--- src/rtl/ram_arb_pkg.sv ---
// Shared encodings for the two-port RAM access arbiter.
package ram_arb_pkg;

  typedef enum logic [1:0] {
    ST_IDLE   = 2'd0,
    ST_ACCESS = 2'd1,
    ST_RESP   = 2'd2
  } state_e;

  localparam logic PORT0 = 1'b0;
  localparam logic PORT1 = 1'b1;

endpackage

--- src/rtl/rr_arb2.sv ---
// Two-way round-robin arbiter: on a tie the port that was not granted last wins.
module rr_arb2
  import ram_arb_pkg::*;
(
  input  logic [1:0] req,
  input  logic       last_grant,
  output logic       grant_id,
  output logic       grant_valid
);

  // Pick the winner combinationally from the current requests and the last grant.
  always_comb begin
    grant_valid = |req;
    grant_id    = PORT0;
    if (req == 2'b11) begin
      grant_id = ~last_grant;
    end else if (req[1]) begin
      grant_id = PORT1;
    end
  end

endmodule

--- src/rtl/ram_access_arbiter.sv ---
// Shares one async-read / sync-write single-port RAM between two requesters.
// Each transaction takes three cycles: IDLE (grant), ACCESS (RAM cycle), RESP (ack).
module ram_access_arbiter
  import ram_arb_pkg::*;
#(
  parameter int unsigned DATA_W = 8,
  parameter int unsigned ADDR_W = 3
) (
  input  logic              clk,
  input  logic              rst,
  input  logic              req0,
  input  logic              we0,
  input  logic [ADDR_W-1:0] addr0,
  input  logic [DATA_W-1:0] wdata0,
  output logic              ack0,
  output logic [DATA_W-1:0] rdata0,
  input  logic              req1,
  input  logic              we1,
  input  logic [ADDR_W-1:0] addr1,
  input  logic [DATA_W-1:0] wdata1,
  output logic              ack1,
  output logic [DATA_W-1:0] rdata1,
  output logic              ram_we,
  output logic [ADDR_W-1:0] ram_addr,
  output logic [DATA_W-1:0] ram_din,
  input  logic [DATA_W-1:0] ram_dout,
  output logic              busy
);

  state_e state_q, state_d;

  logic              grant_id;
  logic              grant_valid;
  logic              grant_take;
  logic              win_we;
  logic [ADDR_W-1:0] win_addr;
  logic [DATA_W-1:0] win_wdata;

  logic              sel_q;
  logic              we_q;
  logic              last_grant_q;
  logic              ack0_q, ack1_q;
  logic [DATA_W-1:0] rdata0_q, rdata1_q;
  logic              ram_we_q;
  logic [ADDR_W-1:0] ram_addr_q;
  logic [DATA_W-1:0] ram_din_q;

  rr_arb2 u_rr_arb2 (
    .req        ({req1, req0}),
    .last_grant (last_grant_q),
    .grant_id   (grant_id),
    .grant_valid(grant_valid)
  );

  // Winner's request fields, muxed for latching at the grant edge.
  always_comb begin
    win_we    = (grant_id == PORT1) ? we1    : we0;
    win_addr  = (grant_id == PORT1) ? addr1  : addr0;
    win_wdata = (grant_id == PORT1) ? wdata1 : wdata0;
  end

  // Next-state logic: arbitration happens only in IDLE, no preemption afterwards.
  always_comb begin
    state_d    = state_q;
    grant_take = 1'b0;
    unique case (state_q)
      ST_IDLE: begin
        if (grant_valid) begin
          grant_take = 1'b1;
          state_d    = ST_ACCESS;
        end
      end
      ST_ACCESS: state_d = ST_RESP;
      ST_RESP:   state_d = ST_IDLE;
      default:   state_d = ST_IDLE;
    endcase
  end

  // State register.
  always_ff @(posedge clk) begin
    if (rst) begin
      state_q <= ST_IDLE;
    end else begin
      state_q <= state_d;
    end
  end

  // Request latch and fairness pointer; last_grant resets to 1 so port 0 wins the first tie.
  always_ff @(posedge clk) begin
    if (rst) begin
      sel_q        <= PORT0;
      we_q         <= 1'b0;
      last_grant_q <= PORT1;
    end else begin
      if (grant_take) begin
        sel_q <= grant_id;
        we_q  <= win_we;
      end
      if (state_q == ST_RESP) begin
        last_grant_q <= sel_q;
      end
    end
  end

  // RAM drive registers: loaded at the grant edge so they are valid throughout ACCESS.
  // The address and data registers double as the latched request address/data.
  always_ff @(posedge clk) begin
    if (rst) begin
      ram_we_q   <= 1'b0;
      ram_addr_q <= '0;
      ram_din_q  <= '0;
    end else begin
      ram_we_q <= 1'b0;
      if (grant_take) begin
        ram_we_q   <= win_we;
        ram_addr_q <= win_addr;
        ram_din_q  <= win_wdata;
      end
    end
  end

  // Ack pulses are set on leaving ACCESS so they are high exactly during RESP.
  always_ff @(posedge clk) begin
    if (rst) begin
      ack0_q <= 1'b0;
      ack1_q <= 1'b0;
    end else begin
      ack0_q <= (state_q == ST_ACCESS) && (sel_q == PORT0);
      ack1_q <= (state_q == ST_ACCESS) && (sel_q == PORT1);
    end
  end

  // Read data capture at the end of a read ACCESS; held until that port's next read.
  always_ff @(posedge clk) begin
    if (rst) begin
      rdata0_q <= '0;
      rdata1_q <= '0;
    end else if ((state_q == ST_ACCESS) && !we_q) begin
      if (sel_q == PORT1) begin
        rdata1_q <= ram_dout;
      end else begin
        rdata0_q <= ram_dout;
      end
    end
  end

  assign ack0     = ack0_q;
  assign ack1     = ack1_q;
  assign rdata0   = rdata0_q;
  assign rdata1   = rdata1_q;
  assign ram_we   = ram_we_q;
  assign ram_addr = ram_addr_q;
  assign ram_din  = ram_din_q;
  assign busy     = (state_q != ST_IDLE);

endmodule

--- config.mk ---
export PLATFORM = sky130hd
export DESIGN_NAME = ram_access_arbiter
export DESIGN_NICKNAME = d
export VERILOG_FILES = /design/src/rtl/ram_arb_pkg.sv /design/src/rtl/rr_arb2.sv /design/src/rtl/ram_access_arbiter.sv
export SDC_FILE = /design/constraint.sdc
export NUM_CORES = 1
export LEC_CHECK = 0
export CORE_MARGIN = 4
export CORE_UTILIZATION = 43
export CTS_CLUSTER_DIAMETER = 40
export CTS_CLUSTER_SIZE = 30
export DETAILED_ROUTE_END_ITERATION = 8
export HOLD_SLACK_MARGIN = 0.06
export MAX_ROUTING_LAYER = met4
export PLACE_DENSITY = 0.88
export SLEW_MARGIN = 20
export SYNTH_ARGS = -nofsm -noshare
export SYNTH_HDL_FRONTEND = slang
export SYNTH_SLANG_ARGS = --single-unit
--- constraint.sdc ---
create_clock -name clk -period 2.1 [get_ports clk]
set_input_delay 0.525 -clock clk [delete_from_list [all_inputs] [get_ports clk]]
set_output_delay 0.525 -clock clk [all_outputs]
set_load 0.03 [all_outputs]
==> impl_metrics.yaml, run 1 <==
route:
  antenna_violating_nets_left: 0
  routed_wirelength_um: 3560
  wl_per_cell_um: 13.3
  number_of_remaining_drc_errors: 0
  drt_first_iter_violations: 41
  via_density_per_instance: 4.96
  drt_pass1_iterations: 6
  routed-via-count: 1329
sta:
  fmax_ghz: 0.520
  relSlewSlack_pct: 46.2
  tightest_slew_ns: 0.804
  finalHoldViolCount: 0
  final_period_minus_worst_setup_slack_ns: 1.92
  clock_skews_ns: 0.0128
  final_setup_fails: 0
  tns_ns: 0
  rsz0062_at_grt: "no"
  maxSlewViolCount: 0
  hold_ws_ns: 0.460
  timing.final.crit_share_pct: 91.5
synth:
  yosysUniqueCellTypes: 24
  synth_largest_type_area_fraction_pct: 50.6
  ys_seq_elements: 35
  synth_nets: 192
  synth_top_cells_by_area: "dfxtp_1 (51%), nand2_1 (11%), a21oi_1 (7.6%)"
  post_synth_instance_area_um2: 1380
  post_syn_instances: 156
  avgSynthCellArea_um2: 8.87
  synth_warnings: 0
  synth_seq_area_share_pct: 50.6
  synth.largest_area_cell: "dfxtp_1"
cells_and_area:
  layout.cells.non_filler: 268
  diodes: 0
  most-common-layout-cells: "clkdlybuf4s50_1 (65), nand2_1 (40), dfxtp_1 (35)"
  mostFrequentLayoutCell: "clkdlybuf4s50_1"
  final_net_count: 259
  final_core_utilization_pct: 69.3
  post_route_cells_drive_above_1_share_pct: 8.04
  fill_cells: 254
  final_cell_area_excluding_filler_cells_um2: 2130
  flow.area_growth_from_synthesis_pct: 54.2
clocking:
  cts_max_level: 2
  tritoncts_num_sinks: 35
  cts_hold_buffers_added: 0
  tritoncts: "done"
  clock_tree.root_cell: "clkbuf_4"
  cts.reportedPaths.clkPinSlew_ns: 0.11
  post-cts-setup-buffer-count: 0
  cts_made_buffers: 5
  max-clock-path-buffers: 2
  clock_latency_ns: 0.33
critical_path:
  crit_path_end_kind: "primary output"
  worstSetupStartpointType: "register"
  worst_ep_arrival_time_ns: 1.40
  worstPathRequired_ns: 1.57
  cp_max_fo: 6
  critPathKind: "reg -> out"
  r2r_cells: 4
die:
  die-area_um2: 4190
  die_height_um: 64.7
  coreArea_um2: 3080
  ios: 67
  num_rows: 20
  die_x_um: 64.7
  initial_core_util_pct: 45.0
worst_hold_path:
  hp-class: "reg -> reg"
  hold_path_depth: 2
global_routing:
  global_route_wire_length_before_repair_um: 6070
  global_route.overflow_total: 0
  grt_pass1_vias: 1381
  grt.total_usage_pct: 19.1
  initial_antenna_violation_count: 0
  grt_start_max_net_pins: 22
place:
  dpl_cell_area_um2: 2090
  dpl.cell_count: 260
  dp.final_hpwl_um: 2780
  placement.io_buffers: 66
  gp_congestion: 0.755
status:
  outcome: "finished clean"
power_and_ir_drop:
  lkg_pwr_nw: 0.781
  ir_drop_v: 0.000349
  pwr_density_cell_nw_per_um2: 687
job:
  max_cap_viol_count: 0
==> sequential cells by signal (all words and copies together) (netlist names) <==
name and count:
ack0 1, ack1 1, last_grant_q 1, ram_addr 3
ram_din 8, ram_we 1, rdata0 8, rdata1 8
sel_q 1, state_q 2, we_q 1
==> routing by layer <==
metal	up-vias	GRT usage [%]	part of all wire, %
li1	671	-	-
met1	610	20.6	41
met2	41	32.7	51
met3	7	5.55	6.0
met4	0	7.65	2.0
met5	-	-	0
==> repair_timing <==
item | in CTS | in global routing
resized for setup | 1 | 0
endpoints found under the setup margin | 1 | 0
hold endpoints to repair | 0 | 0
==> per-stage QoR <==
step	power [W]	setup slack, ns
after CTS	0.00147	0.187
after detailed placement	0.00114	-0.00264
final	0.00147	0.178
after floorplan	0.000963	0.836
after global routing	0.00154	0.107
after global placement	0.00114	0.0317
==> where the power goes <==
| part | internal [W] | total, W | switching, W |
|---|---|---|---|
| clock | 0.000131 | 0.000341 | 0.000210 |
| sequential | 0.000710 | 0.000744 | 0.0000334 |
| combinational | 0.000182 | 0.000382 | 0.000200 |
| total | 0.00102 | 0.00147 | 0.000443 |
==> cell families after synthesis <==
group / synth area share [%]
AO/OA/AOI/OAI: 17.7
buffers and inverters: 4.43
AND/OR/NAND/NOR: 20.7
multiplexers: 6.51
flip-flops: 50.6
==> cells in the mapped netlist <==
master,number
nor2b_1,2
o21ai_0,1
a211o_2,1
nor4bb_1,1
buf_4,3
nor2_2,1
nand2_1,40
a21boi_2,1
nor2_1,12
and2_1,1
nor3_1,2
nand2b_1,1
a21bo_2,1
or4b_1,1
inv_2,1
buf_2,4
dfxtp_1,35
nor4b_4,1
mux2i_1,9
or2_1,1
a311oi_1,11
a21oi_1,21
a211oi_1,1
clkbuf_1,4
==> worst paths after layout <==
kind | start | to | slack (ns)
worst min register to register | rdata0[3]$_SDFFE_PP0P_ | rdata0[3]$_SDFFE_PP0P_ | 0.46
worst max register to register | state_q[1]$_SDFFE_PP0P_ | ram_din[1]$_SDFFE_PP0P_ | 0.47
worst min-delay path | rdata0[3]$_SDFFE_PP0P_ | rdata0[3]$_SDFFE_PP0P_ | 0.46
worst max-delay path | state_q[1]$_SDFFE_PP0P_ | busy | 0.18
==> area by class of cell <==
type | instances | area [um2] | area share [%]
Sequential cell | 35 | 701 | 32.8
Multi-Input combinational cell | 109 | 628 | 29.4
Timing Repair Buffer | 71 | 697 | 32.6
Clock buffer | 7 | 45.0 | 2.11
Inverter | 1 | 3.75 | 0.176
Clock inverter | 1 | 5.00 | 0.234
Tap cell | 44 | 55.1 | 2.58
==> worst max-delay path, stage by stage, from the launching register on <==
cell	delay (ns)
dfxtp_1	0.51
nor2_2	0.09
inv_2	0.07
dlygate4sd2_1	0.39
No activity file was read; power rests on OpenSTA's default activity.
==> run 2, diff against run 1 <==
--- a/config.mk
+++ b/config.mk
@@ -5,7 +5,7 @@
 export SDC_FILE = /design/constraint.sdc
 export NUM_CORES = 1
 export LEC_CHECK = 0
-export CORE_MARGIN = 4
+export CORE_MARGIN = 2
 export CORE_UTILIZATION = 43
 export CTS_CLUSTER_DIAMETER = 40
 export CTS_CLUSTER_SIZE = 30
@@ -16,4 +16,5 @@
 export SLEW_MARGIN = 20
 export SYNTH_ARGS = -nofsm -noshare
 export SYNTH_HDL_FRONTEND = slang
+export SYNTH_HIERARCHICAL = 1
 export SYNTH_SLANG_ARGS = --single-unit
==> impl_metrics.yaml, run 2 <==
critical_path:
  worst_ep_arrival_time_ns: 1.37
  worstSetupStartpointType: "register"
  cp_max_fo: 2
  crit_path_end_kind: "primary output"
  worstPathBufferInverterCount: 1
  timing.critical_path.cells: "clkdlybuf4s50_1"
  worst_path_dominant_cell_family: "buffers and inverters"
  worstPathRequired_ns: 1.57
  critical_path.max_stage_delay_ns: 0.72
  critPathKind: "reg -> out"
  crit_slowest_cell: "clkdlybuf4s50_1"
synth:
  synth_largest_type_area_fraction_pct: 49.4
  synth_compound_area_share_pct: 13.2
  synth_seq_area_share_pct: 49.4
  post_synth_mux_area_share_pct: 14.8
  synth_top_cells_by_area: "dfxtp_1 (49%), mux2i_1 (15%), a211oi_2 (7.1%)"
  synth_flop_cell: "dfxtp_1"
  avgSynthCellArea_um2: 10.2
  synth-async-reset-ratio_pct: 0
  synth_nets: 175
  yosysUniqueCellTypes: 24
  synth_simple_gate_area_share_pct: 18.6
  main_combinational_cell_family_by_area_after_synthesis: "simple AND/OR/NAND/NOR gates"
  synth.cells.most_frequent: "dfxtp_1 (35), nor2_1 (22), mux2i_1 (21)"
  ys_seq_elements: 35
  synth_warnings: 6
  synth_most_common_cell: "dfxtp_1"
  post_synth_instance_area_um2: 1420
  post_synth_xor_area_fraction_pct: 0
  synth.largest_area_cell: "dfxtp_1"
  post_syn_instances: 139
  synth-edff-count: 0
  post_synth_fa_ha_maj_area_fraction_pct: 0
job:
  max_cap_viol_count: 0
die:
  coreArea_um2: 3100
  die_height_um: 61.4
  die_x_um: 61.4
  ios: 67
  die-area_um2: 3770
  num_rows: 20
  initial_core_util_pct: 45.7
clocking:
  max-clock-path-buffers: 2
  cts_made_buffers: 5
  cts.reportedPaths.clkPinSlew_ns: 0.10
  tritoncts_num_sinks: 35
  post-cts-setup-buffer-count: 0
  cts_max_level: 2
  cts_hold_buffers_added: 0
  clock_latency_ns: 0.32
  tritoncts: "done"
  clock_tree.root_cell: "clkbuf_4"
global_routing:
  grt_use_met1_pct: 23.0
  global_route_wire_length_before_repair_um: 5290
  grt.met3_usage_pct: 3.36
  grt.total_usage_pct: 19.7
  grt_pass1_vias: 1213
  gr-usage-met2_pct: 33.4
  grt-busiest-layer: "met2"
  global_route.overflow_total: 0
  initial_antenna_violation_count: 0
  grt_start_max_net_pins: 19
sta:
  fmax_ghz: 0.527
  rsz0062_at_grt: "no"
  final_period_minus_worst_setup_slack_ns: 1.90
  relSlewSlack_pct: 68.9
  final_setup_fails: 0
  tightest_slew_ns: 0.465
  timing.final.crit_share_pct: 90.4
  finalHoldViolCount: 0
  tns_ns: 0
  maxSlewViolCount: 0
  clock_skews_ns: 0.00493
place:
  dp.final_hpwl_um: 2660
  gp_congestion: 0.825
  placement.io_buffers: 66
route:
  drt_pass1_iterations: 4
  antenna_violating_nets_left: 0
  wl_per_cell_um: 13.6
  drt_first_iter_violations: 44
  number_of_remaining_drc_errors: 0
  routed-via-count: 1235
  routed_wirelength_um: 3430
  via_density_per_instance: 4.88
cells_and_area:
  diodes: 0
  mostFrequentLayoutCell: "clkdlybuf4s50_1"
  final_core_utilization_pct: 70.6
  flow.area_growth_from_synthesis_pct: 54.5
  final_net_count: 244
  post_route_cells_drive_above_1_share_pct: 12.4
  fill_cells: 264
  most-common-layout-cells: "clkdlybuf4s50_1 (65), dfxtp_1 (34), nor2_1 (22)"
  ff_latch_area_um2: 702
  area_of_the_multi_input_gates_um2: 661
worst_hold_path:
  hp-class: "reg -> reg"
power_and_ir_drop:
  pwr_density_cell_nw_per_um2: 702
  lkg_pwr_nw: 0.804
  fin_total_pwr_w: 0.00154
  ir_drop_v: 0.000447
status:
  outcome: "finished clean"
==> run 2: cell type report <==
cell class | instances | area share [%]
sequential | 35 | 32.0
clock buffer | 8 | 3.14
tap | 44 | 2.51
timing repair buffer | 72 | 32.2
multi-input combinational | 94 | 30.2
==> run 2: report_power, final <==
part	total (W)	switching, W	internal, W
registers	0.000742	0.0000322	0.000710
logic	0.000396	0.000200	0.000196
clock network	0.000399	0.000202	0.000197
total	0.00154	0.000435	0.00110
==> run 2: cell families (layout without fill, tap and decap cells) <==
group | count (synthesis) | in the layout
buffers and inverters | 10 | 80
muxes | 21 | 21
and+or+nand+nor | 51 | 51
AOI/OAI and AO/OA | 22 | 22
DFF | 35 | 35
==> run 2: tightest hold or removal path, stage by stage (launching register included) <==
cell	delay, ns
dfxtp_1	0.32
nand2_1	0.05
a21oi_1	0.06
==> run 2: what timing repair did <==
item | in CTS | in global routing
gates resized for setup | 2 | 0
endpoints found under the hold margin | 0 | 0
endpoints found under the setup margin | 1 | 0
==> run 2: path summary, 6_finish.rpt <==
| kind | to | from | slack [ns] | cells past startpoint |
|---|---|---|---|---|
| setup / recovery | rdata0[1] | rdata0[1]$_SDFFE_PP0P_ | 0.20 | 1 |
| hold / removal | rdata0[7]$_SDFFE_PP0P_ | rdata0[7]$_SDFFE_PP0P_ | 0.47 | 2 |
| setup reg to reg | rdata0[2]$_SDFFE_PP0P_ | state_q[0]$_SDFFE_PP0P_ | 0.67 | 3 |
| hold reg to reg | rdata0[7]$_SDFFE_PP0P_ | rdata0[7]$_SDFFE_PP0P_ | 0.47 | 2 |
==> run 2: metal layers <==
layer  part of all wire (%)  up-vias
met5                      0        -
met4                    1.7        0
met3                    3.8        4
met2                     52       30
met1                     42      586
li1                       -      615
==> run 2: stage by stage <==
step	cells	setup slack (ns)	cell area, um2	hold WS (ns)
after floorplan	139	0.599	1420	0.529
after global placement	245	0.211	2120	0.443
after detailed placement	245	0.166	2120	0.455
after CTS	253	0.198	2190	0.473
after global routing	253	0.156	2190	0.491
final	253	0.202	2190	0.472
